--- config.mk ---
export PLATFORM = sky130hd
export DESIGN_NAME = tx_module
export DESIGN_NICKNAME = d
export VERILOG_FILES = /design/src/rtl/tx_module.sv
export SDC_FILE = /design/constraint.sdc
export NUM_CORES = 1
export LEC_CHECK = 0
export CAP_MARGIN = 25
export CORE_MARGIN = 1
export CORE_UTILIZATION = 25
export CTS_CLUSTER_DIAMETER = 30
export DETAILED_ROUTE_END_ITERATION = 10
export GPL_TIMING_DRIVEN = 0
export REMOVE_ABC_BUFFERS = 1
export SLEW_MARGIN = 0
export SYNTH_ARGS = -nofsm -noshare
export SYNTH_HDL_FRONTEND = slang
export SYNTH_SLANG_ARGS = --single-unit
--- constraint.sdc ---
create_clock -name clk -period 2.68 [get_ports clk]
set_input_delay 0.268 -clock clk [delete_from_list [all_inputs] [get_ports clk]]
set_output_delay 0.268 -clock clk [all_outputs]
set_load 0.05 [all_outputs]
--- src/rtl/tx_module.sv ---
// UART transmitter.
// Sends one byte per accepted request as a frame: start bit (low), eight data
// bits LSB first, an optional parity bit, and one or two stop bits (high).
// Every bit is held for exactly BPS clocks. A one-clock DONE cycle follows
// the last stop bit. tx_en_sig low freezes the whole block in place, so the
// frame resumes exactly where it stopped.
module tx_module #(
  parameter logic [12:0] BPS       = 13'd434, // clocks per bit, 2..8191
  parameter logic [1:0]  PARITY    = 2'd0,    // 0 none, 1 odd, 2 even
  parameter logic [1:0]  STOP_BITS = 2'd1     // 1 or 2
) (
  input  logic       clk,
  input  logic       rst_n,
  input  logic       tx_en_sig,
  input  logic       tx_start,
  input  logic [7:0] tx_data,
  output logic       tx_pin,
  output logic       tx_busy,
  output logic       tx_done
);

  typedef enum logic [2:0] {
    S_IDLE,
    S_START,
    S_DATA,
    S_PARITY,
    S_STOP,
    S_DONE
  } state_t;

  state_t      state_q, state_d;
  logic [12:0] c1_q, c1_d;       // clocks elapsed inside the current bit
  logic [2:0]  bit_q, bit_d;     // index of the data bit on the line
  logic        stop_q, stop_d;   // which stop bit is on the line
  logic [7:0]  shift_q, shift_d; // latched byte, shifted right per data bit
  logic        par_q, par_d;     // XOR of data bits already sent
  logic        pin_d, busy_d, done_d;

  logic        bit_end;
  logic        last_stop;
  logic        parity_en;

  // The current bit period ends on the clock where c1 reaches BPS-1.
  assign bit_end   = (c1_q == (BPS - 13'd1));
  // With a single stop bit, the first stop bit is also the last one.
  assign last_stop = (STOP_BITS == 2'd1) | stop_q;
  assign parity_en = (PARITY != 2'd0);

  // Next-state, datapath and registered-output decode.
  always_comb begin
    // NOTE: every signal driven here gets a default first, so no path can
    // leave one unassigned and infer a latch. The defaults are "hold", which
    // is exactly what tx_en_sig low must do.
    state_d = state_q;
    c1_d    = c1_q;
    bit_d   = bit_q;
    stop_d  = stop_q;
    shift_d = shift_q;
    par_d   = par_q;
    pin_d   = tx_pin;
    busy_d  = tx_busy;
    done_d  = tx_done;

    if (tx_en_sig) begin
      unique case (state_q)
        S_IDLE: begin
          if (tx_start) begin
            state_d = S_START;
            c1_d    = 13'd0;
            bit_d   = 3'd0;
            stop_d  = 1'b0;
            shift_d = tx_data;
            par_d   = 1'b0;
          end
        end

        S_START: begin
          if (bit_end) begin
            state_d = S_DATA;
            c1_d    = 13'd0;
          end else begin
            c1_d = c1_q + 13'd1;
          end
        end

        S_DATA: begin
          if (bit_end) begin
            c1_d    = 13'd0;
            par_d   = par_q ^ shift_q[0];
            shift_d = {1'b0, shift_q[7:1]};
            bit_d   = bit_q + 3'd1;
            if (bit_q == 3'd7) begin
              state_d = parity_en ? S_PARITY : S_STOP;
            end
          end else begin
            c1_d = c1_q + 13'd1;
          end
        end

        S_PARITY: begin
          if (bit_end) begin
            state_d = S_STOP;
            c1_d    = 13'd0;
          end else begin
            c1_d = c1_q + 13'd1;
          end
        end

        S_STOP: begin
          if (bit_end) begin
            c1_d = 13'd0;
            if (last_stop) begin
              state_d = S_DONE;
            end else begin
              stop_d = 1'b1;
            end
          end else begin
            c1_d = c1_q + 13'd1;
          end
        end

        S_DONE: begin
          // Requests seen here are dropped; the next one is taken in IDLE.
          state_d = S_IDLE;
        end

        default: begin
          state_d = S_IDLE;
        end
      endcase

      // Outputs are registered, so they are decoded from the state being
      // entered: the line level changes on the same edge as the state.
      unique case (state_d)
        S_IDLE:   pin_d = 1'b1;
        S_START:  pin_d = 1'b0;
        S_DATA:   pin_d = shift_d[0];
        S_PARITY: pin_d = (PARITY == 2'd2) ? par_d : ~par_d;
        default:  pin_d = 1'b1;
      endcase
      busy_d = (state_d != S_IDLE);
      done_d = (state_d == S_DONE);
    end
  end

  // FSM state register.
  always_ff @(posedge clk or negedge rst_n) begin
    // NOTE: sequential state uses non-blocking assignments so every register
    // samples the values from before the edge, independent of statement order.
    if (!rst_n) begin
      state_q <= S_IDLE;
    end else begin
      state_q <= state_d;
    end
  end

  // Bit timing, data path and output registers.
  always_ff @(posedge clk or negedge rst_n) begin
    if (!rst_n) begin
      c1_q    <= 13'd0;
      bit_q   <= 3'd0;
      stop_q  <= 1'b0;
      // NOTE: the shift register is reset as well, so a frame aborted by
      // reset leaves no stale data behind.
      shift_q <= 8'h00;
      par_q   <= 1'b0;
      tx_pin  <= 1'b1;
      tx_busy <= 1'b0;
      tx_done <= 1'b0;
    end else begin
      c1_q    <= c1_d;
      bit_q   <= bit_d;
      stop_q  <= stop_d;
      shift_q <= shift_d;
      par_q   <= par_d;
      tx_pin  <= pin_d;
      tx_busy <= busy_d;
      tx_done <= done_d;
    end
  end

endmodule

# == Word-level counts from Yosys, hierarchy flattened ==
# Index checks and enable logic that the tools add are counted.
# Widths: inputs -> output; s select.
# totals
reg_bits,31
inputBits,12
output_inout_bits,3
wordCells,54
# classes
n_addsub,2
eq_ne,12
n_mux,22
bitwise,2
n_reduce_logical,7
# op_table
cell,n
$mux 3,9
$mux 13,2
$pmux 13 s2,1
$mux 8,2
$pmux 8 s2,1
$pmux 3 s5,1
$add 13x1->13 const B,1
$eq 13x9->1 const B,1
$eq 3x2->1 const B,4
$eq 3x3->1 const B,3
$eq 3x1->1 const B,2
$pmux 3 s2,1
$ne 2x2->1 const B,2
$reduce_and 4->1,1
$reduce_bool 2->1,2
$reduce_or 4->1,1
$add 3x1->3 const B,1
$logic_not 3->1,1
$mux 1,3
$pmux 1 s3,1
$reduce_and 3->1,1
$reduce_bool 3->1,1
$pmux 1 s2,1
$not 1->1,1
$xor 1x1->1,1

# == Longest topological paths before layout ==
# Gate-level depths: netlist (run 1).
# depth
word_depth,7
ltp_mapped,9

# == Least setup slack after synthesis (run 1) ==
# No wires, ideal clock.
# synth_timing
path_kind,register -> register
start,register c1_q[1]
end,register tx_pin
setup_ns,0.083
arrival_time_ns,1.990
path_slack_ns,0.607
stages_incl_launch_ff,10
path_buffers,1
cell_sequence,dfrtp_1 > inv_1 > ha_1 > or3b_1 > or4_1 > buf_2 > o21ai_1 > a211oi_1 > a22oi_1 > a21oi_2
# synth_via
elab_chain_cells,6
word_cells_on_any_way,17
cone_classes,eq/ne (4); mux (12); bitwise (1)
# synth_rtl
element,line,source
from (decl),32,"logic [12:0] c1_q, c1_d;"
from (signal assigned),160,c1_q <= 13'd0;
from (signal assigned),171,c1_q <= c1_d;
$eq 13x9->1 (*),44,assign bit_end = (c1_q == (BPS - 13'd1));
$mux 3 (tied with other cells),110,if (bit_end) begin
$pmux 3 s5 / $pmux 1 s2 (equally long branches),65,unique case (state_q)
$mux 3 / $mux 1 (equally long branches),64,if (tx_en_sig) begin
$eq 3x2->1 (tied with other cells),134,unique case (state_d)
$pmux 1 s3 (*),134,
to (signal assigned),176,tx_pin <= pin_d;
to (decl),17,"output logic tx_pin,"
# Every way passes the cells marked *; elsewhere a longest branch is shown, timed or not. The select of a mux whose other input is x is not followed.
# A chain may end at the register's enable or synchronous reset.

# == Worst setup path in the final report (run 1) ==
# layout_timing
start,register c1_q[0]
end,register c1_q[6]
# layout_via
elab_chain_cells,3
word_cells_on_any_way,4
cone_classes,add/sub (1); eq/ne (1); mux (2)
# layout_rtl
element,line
$add 13x1->13 / $eq 13x9->1 (equally long branches),-
$mux 13 (*),-
$pmux 13 s2 (*),65
# Every way passes the cells marked *; elsewhere a longest branch is shown, timed or not.

==> results of run 1 <==
state kept, by name (all words and copies together) (netlist names):
register	count
state_q	3
bit_q	3
shift_q	8
tx_busy	1
c1_q	13
tx_pin	1
tx_done	1
par_q	1
path summary, 6_finish.rpt:
check | end | from
setup / recovery | c1_q[6] | c1_q[0]
hold / removal | tx_busy | rst_n
setup reg to reg | c1_q[6] | c1_q[0]
hold reg to reg | tx_busy | tx_busy
max in group asynchronous | c1_q[12] | rst_n
min in group clk | tx_busy | tx_busy
per-stage QoR:
| stage | hold slack, ps | util | setup WS [ps] | setup TNS, ps |
|---|---|---|---|---|
| final | 16.6 | 0.310 | 189 | 0 |
| after global routing | 72.3 | 0.310 | 59.2 | 0 |
| after CTS | 48.2 | 0.309 | 70.2 | 0 |
| after detailed placement | 363 | 0.292 | -265 | -2860 |
| after global placement | 464 | 0.292 | -796 | -9740 |
| after floorplan | -27.6 | - | -62.1 | -307 |
routing by layer:
metal / track usage / part of all wire
met4: 0.0601 / 0.023
met5: 0 / 0
met1: 0.139 / 0.51
met3: 0.0305 / 0.029
met2: 0.171 / 0.44
cells by family (layout without fill, tap and decap cells):
logic type | Yosys count | after routing
AND/OR/NAND/NOR | 80 | 80
AO/OA/AOI/OAI | 46 | 46
XOR/XNOR | 11 | 11
buffers and inverters | 14 | 25
flip-flops | 31 | 31
adder cells (fa/ha/maj) | 4 | 4
multiplexers | 2 | 2
worst reg2reg max path, delay by kind of cell, from the launching register on:
family          cells  cell delay, ps
simple gates        3            1140
compound gates      3             590
flops               1             470
fa+ha+maj           1             190
power by group through the flow:
stage,Sequential (uW),Clock [uW],Combinational [uW]
after CTS,702,385,457
after global placement,705,0,437
after detailed placement,710,0,445
after floorplan,714,0,303
final,703,368,459
after global routing,721,407,518
layout by cell type, fill, tap and decap left out, types with 2 or more instances in the layout:
cell	instances
dfrtp_1	30
nor2_1	25
nand2_1	20
clkdlybuf4s50_1	13
a21oi_1	11
o21ai_0	9
xor2_1	8
a22oi_1	7
nand3_1	7
and3_1	7
clkbuf_8	6
inv_1	4
ha_1	4
xnor2_1	3
nor3_1	3
a211o_1	3
a21o_1	3
nand2b_1	2
nor2b_1	2
nor4_1	2
cell usage after synthesis, types with 2 or more instances:
cell type,number,area [sq um]
o21ai_0,9,45.0
nand2b_1,2,12.5
nand2_1,20,75.1
a211o_1,3,26.3
clkbuf_1,2,7.51
nor2_1,25,93.8
dfrtp_1,30,751
nor4_1,3,18.8
nand3_1,7,35.0
a21o_1,3,22.5
buf_2,7,35.0
nor3_1,3,15.0
nor2b_1,2,12.5
xnor2_1,3,26.3
and3_1,7,43.8
inv_1,4,15.0
nor2_2,2,12.5
a21oi_1,11,55.1
ha_1,4,50.1
xor2_1,8,70.1
a22oi_1,7,52.6
layout make-up:
class	instances	area (sq um)
inverter	4	15.0
clock inverter	1	5.00
tap	77	96.3
fill	681	4480
sequential	31	777
timing repair buffer	14	135
multi-input combinational	143	901
clock buffer	6	82.6
timing repair:
action	4_1_cts	5_1_grt
gates resized for setup	3	1
setup endpoints to repair	11	2
pin swaps	0	1
==> impl_results.md, run 1 <==
- Status: finished clean
- Share of power burned in registers: 0.460
- Final WL: 3.43 mm
- Max-slew violations: 0
- Clock power frac: 0.241
- Family with the most delay on the worst path: simple AND/OR/NAND/NOR gates
- Initial antenna violation count: 0
- CTS sink count: 31
- DR pass1 iterations: 5
- Worst EP arrival: 2660 ps
- CTS Root Cell: clkbuf_8
- Wire per inst: 12.4 microns
- Synth Area in XOR/XNOR: 0.0563
- I/O Pins: 15
- CP max FO: 11
- Cell count along the critical path: 7
- NumNets Final: 215
- CP peak stage delay: 670 ps
- DRC: 0
- Net switching power: 550 uW
- Unique cell type count in the Yosys netlist: 47
- Clock-pin slew on the worst setup and hold paths: 70 ps
- N_diodes: 0
- Remaining global-route overflow: 0
- CTS Hold Buffers Added: 0
- Finish-stage setup viols: 0
- DP Area: 1900 sq um
- Starting density of the core: 0.264
- Post-synthesis sequential area ratio: 0.454
- Final Hold Vio Count: 0
- Post-synthesis cell count: 188
- RSZ-0062 raised after global routing: false
- Setup Fix Bufs, Post-CTS: 0
- Synthesized flop and latch total: 31
- Hold Crit Class: in2async
- CP Class: reg2reg
- Post-synth EDFFs: 0
- Yosys warns: 0
- Sw frac: 0.360
- I/O Buffers: 14
- Via count of the first global-routing pass: 1308
- Synthesis-to-layout area growth: 17.5%
- Worst-skew pair later-pin latency: 290 ps
- Die X: 84.7 microns
- Final instance area: 2010 sq um
- Worst vdd ir: 0.332 mV
- Tmin final: 2490 ps
- Crit path cell chain: ha_1 -> or3b_1 -> or4_1 -> a21boi_4 -> a21oi_1 -> o21ai_0 -> nand2_1
- Slew @ Worst Pin: 677 ps
- CP required: 2850 ps
- Clk buf depth: 2
- Crit end category: register
- Ys async rst share: 1.00
- Post-route ant nets: 0
- GRT Util Overall: 0.110
- Layout cells sized above 1: 0.0854
- Vias/cell: 4.92
- Pin count of the biggest net entering global routing: 32
- Tot Pwr: 1530 uW
- Reg2Reg Depth: 7
- H-tree depth: 2
- Post-synthesis mux area share: 0.0124
- Max Cap Violations: 0
- Placed cell count: 269
- DIE AREA: 7180 sq um
- Routed vias: 1358
- Dominant synthesized flop cell: dfrtp_1
- Post-DP HPWL: 2.42 mm
- Final non-filler cell total: 276
- DRT iter0 DRCs: 111
- Vert. Die Dim: 84.7 microns
- First-pass GRT wire length: 6.15 mm
- Total CTS buffers: 5
- Leak Pwr: 0.000888 uW
- Buf+Inv Stages, Crit Path: 0
- Synthesized area: 1710 sq um
- Share of synthesized cell area in full adder, half adder and majority cells: 0.0292
- Combinational family with the most area after synthesis: simple AND/OR/NAND/NOR gates
- Flop2flop setup slack: 190 ps
- Crit share post-route: 0.930
- Placer Congestion: 0.819
- Clock Skew: 9.67 ps
- Row cnt: 29
- Comb pwr share: 0.300
- Pwr dens: 761 nW/um^2
- P_int: 980 uW
- Rel. slew slack: 0.549
- Post-Syn Area per Cell: 9.10 sq um
- Core Box Area: 6490 sq um
- Simple-gate portion of the synthesized area: 0.229
- Fmax: 401 MHz
- CTS tree: built
- CP max stage cell: or4_1
- Post-synthesis compound-gate area fraction: 0.181
- Worst setup SP type: register
Note: power is estimated with default switching activity, not from simulation.
==> run 2, diff against run 1 <==
PLACE_DENSITY = 0.43   (was default)
==> impl_results.md, run 2 (synthesis gave the netlist of run 1 again) <==
- NumNets Final: 216 (+0.47%)
- Placer Congestion: 0.716 (-13%)
- Clk buf depth: 2 (unchanged)
- Routed vias: 1370 (+0.88%)
- CTS sink count: 31 (unchanged)
- Post-DP HPWL: 2.53 mm (+4.6%)
- Vert. Die Dim: 84.7 microns (unchanged)
- H-tree depth: 2 (unchanged)
- Layout cells sized above 1: 0.0900 (+0.00457)
- Flop2flop setup slack: 210 ps (+20 ps)
- # resized after CTS: 1 (-2)
- Vias/cell: 4.95 (+0.52%)
- Reg2Reg Depth: 7 (unchanged)
- Status: finished clean
- Top Registers: c1_q (13), shift_q (8)
- FF-to-FF End: c1_q[6]
- Wire per inst: 13.6 microns (+9.2%)
- Final WL: 3.76 mm (+9.6%)
- DIE AREA: 7180 sq um (unchanged)
- Setup Fix Bufs, Post-CTS: 0 (unchanged)
- Clock-pin slew on the worst setup and hold paths: 60 ps (about the same)
- GRT Util Overall: 0.117 (+0.00634)
- Total CTS buffers: 5 (unchanged)
- Synthesis-to-layout area growth: 17.5% (about the same)
- CTS tree: built
- Post-route ant nets: 0 (unchanged)
- Leak Pwr: 0.000894 uW (+0.61%)
- Worst-skew pair later-pin latency: 280 ps (about the same)
- Worst vdd ir: 0.296 mV (-11%)
- Crit end category: register
- Tmin final: 2470 ps (-20.2 ps)
- Commonest non-fill, non-tap cell in the layout: dfrtp_1
- Die X: 84.7 microns (unchanged)
- Most frequent cells in the layout: 30 x dfrtp_1, 25 x nor2_1, 20 x nand2_1
- Critical R2R Launch: c1_q[0]
- Largest register FFs: 13 (unchanged)
- N_diodes: 0 (unchanged)
- Net switching power: 550 uW (-0.13%)
- Worst EP arrival: 2630 ps (-30 ps)
- I/O Buffers: 14 (unchanged)
- Clock Skew: 6.56 ps (-3.11 ps)
- CP required: 2840 ps (about the same)
- Core Box Area: 6490 sq um (unchanged)
- Starting density of the core: 0.264 (unchanged)
- Slew @ Worst Pin: 728 ps (+51.4 ps)
- Worst setup SP type: register
- Final instance area: 2010 sq um (about the same)
- CP max FO: 11 (unchanged)
- DRT iter0 DRCs: 54 (-51%)
- Final Hold Vio Count: 0 (unchanged)
- DP Area: 1910 sq um (+0.40%)
- P_int: 980 uW (about the same)
- Max-slew violations: 0 (unchanged)
- Remaining global-route overflow: 0 (unchanged)
- Finish-stage setup viols: 0 (unchanged)
- TNS Setup: 0 ps (unchanged)
- Hold Crit Class: in2async
- I/O Pins: 15 (unchanged)
- Row cnt: 29 (unchanged)
- Crit share post-route: 0.922 (-0.00753)
- Pwr dens: 761 nW/um^2 (about the same)
- DRC: 0 (unchanged)
- Max Cap Violations: 0 (unchanged)
- Hold WS: 53.0 ps (+36.4 ps)
- Pin count of the biggest net entering global routing: 32 (unchanged)
- Fmax: 405 MHz (+0.82%)
- CTS Root Cell: clkbuf_8
- Initial antenna violation count: 0 (unchanged)
- Clock power frac: 0.242 (about the same)
- Rel. slew slack: 0.515 (-0.0343)
- CTS Hold Buffers Added: 0 (unchanged)
- Sw frac: 0.359 (about the same)
- CP Class: reg2reg
- First-pass GRT wire length: 6.68 mm (+8.7%)
- Reg with most FFs: c1_q
- RSZ-0062 raised after global routing: false
- Via count of the first global-routing pass: 1382 (+5.7%)
- Share of power burned in registers: 0.458 (-0.002)
- Comb pwr share: 0.300 (about the same)
- DR pass1 iterations: 4 (-1)
run 2: cell types whose count changed in the layout (fill, tap and decap cells not counted):
cell    delta
buf_4      +1
nor4_4     -1
nor4_2     +1
run 2: cell type report:
type,count,area (sq um)
fillers,686,4480
multi-input cells,143,892
flip-flops and latches,31,777
repair buffers,15,143
well taps,77,96.3
clock buffers,6,82.6
inverters,4,15.0
clock inverters,1,5.00
run 2: stage by stage:
step	power, uW	std cells	setup slack, ps	util
after floorplan	1020	178	-62.1	-
after global placement	1160	269	-1040	0.292
after detailed placement	1160	270	-328	0.294
after CTS	1550	277	22.3	0.308
after global routing	1650	277	10.8	0.310
final	1530	277	209	0.310
run 2: worst max path at each step:
stage	startpoint	end	slack [ps]	cells after the start
global route	c1_q[0]	c1_q[6]	10	7
finish	c1_q[0]	c1_q[6]	210	7
global placement	c1_q[0]	bit_q[0]	-1040	7
CTS	c1_q[0]	c1_q[6]	20	7
floorplan	c1_q[1]	bit_q[0]	-60	8
detailed placement	tx_en_sig	c1_q[6]	-330	7
run 2: metal layers:
metal | share of wire | vias to the layer above | track usage
met3 | 0.033 | 4 | 0.0295
li1 | - | 692 | -
met4 | 0.0059 | 0 | 0.0277
met2 | 0.45 | 21 | 0.178
met1 | 0.51 | 653 | 0.166
met5 | 0 | - | 0
run 2: critical path, stage by stage (launching register included):
cell and delay [ps]:
dfrtp_1 460, ha_1 190, or3b_1 360, or4_1 670, a21boi_4 380, a21oi_1 70
o21ai_0 160, nand2_1 70
run 2: power groups by stage:
| stage | sequential, uW | clock (uW) | combinational, uW |
|---|---|---|---|
| detailed placement | 707 | 0 | 450 |
| global route | 721 | 410 | 522 |
| floorplan | 714 | 0 | 303 |
| global placement | 710 | 0 | 447 |
| CTS | 700 | 389 | 456 |
| finish | 700 | 371 | 459 |
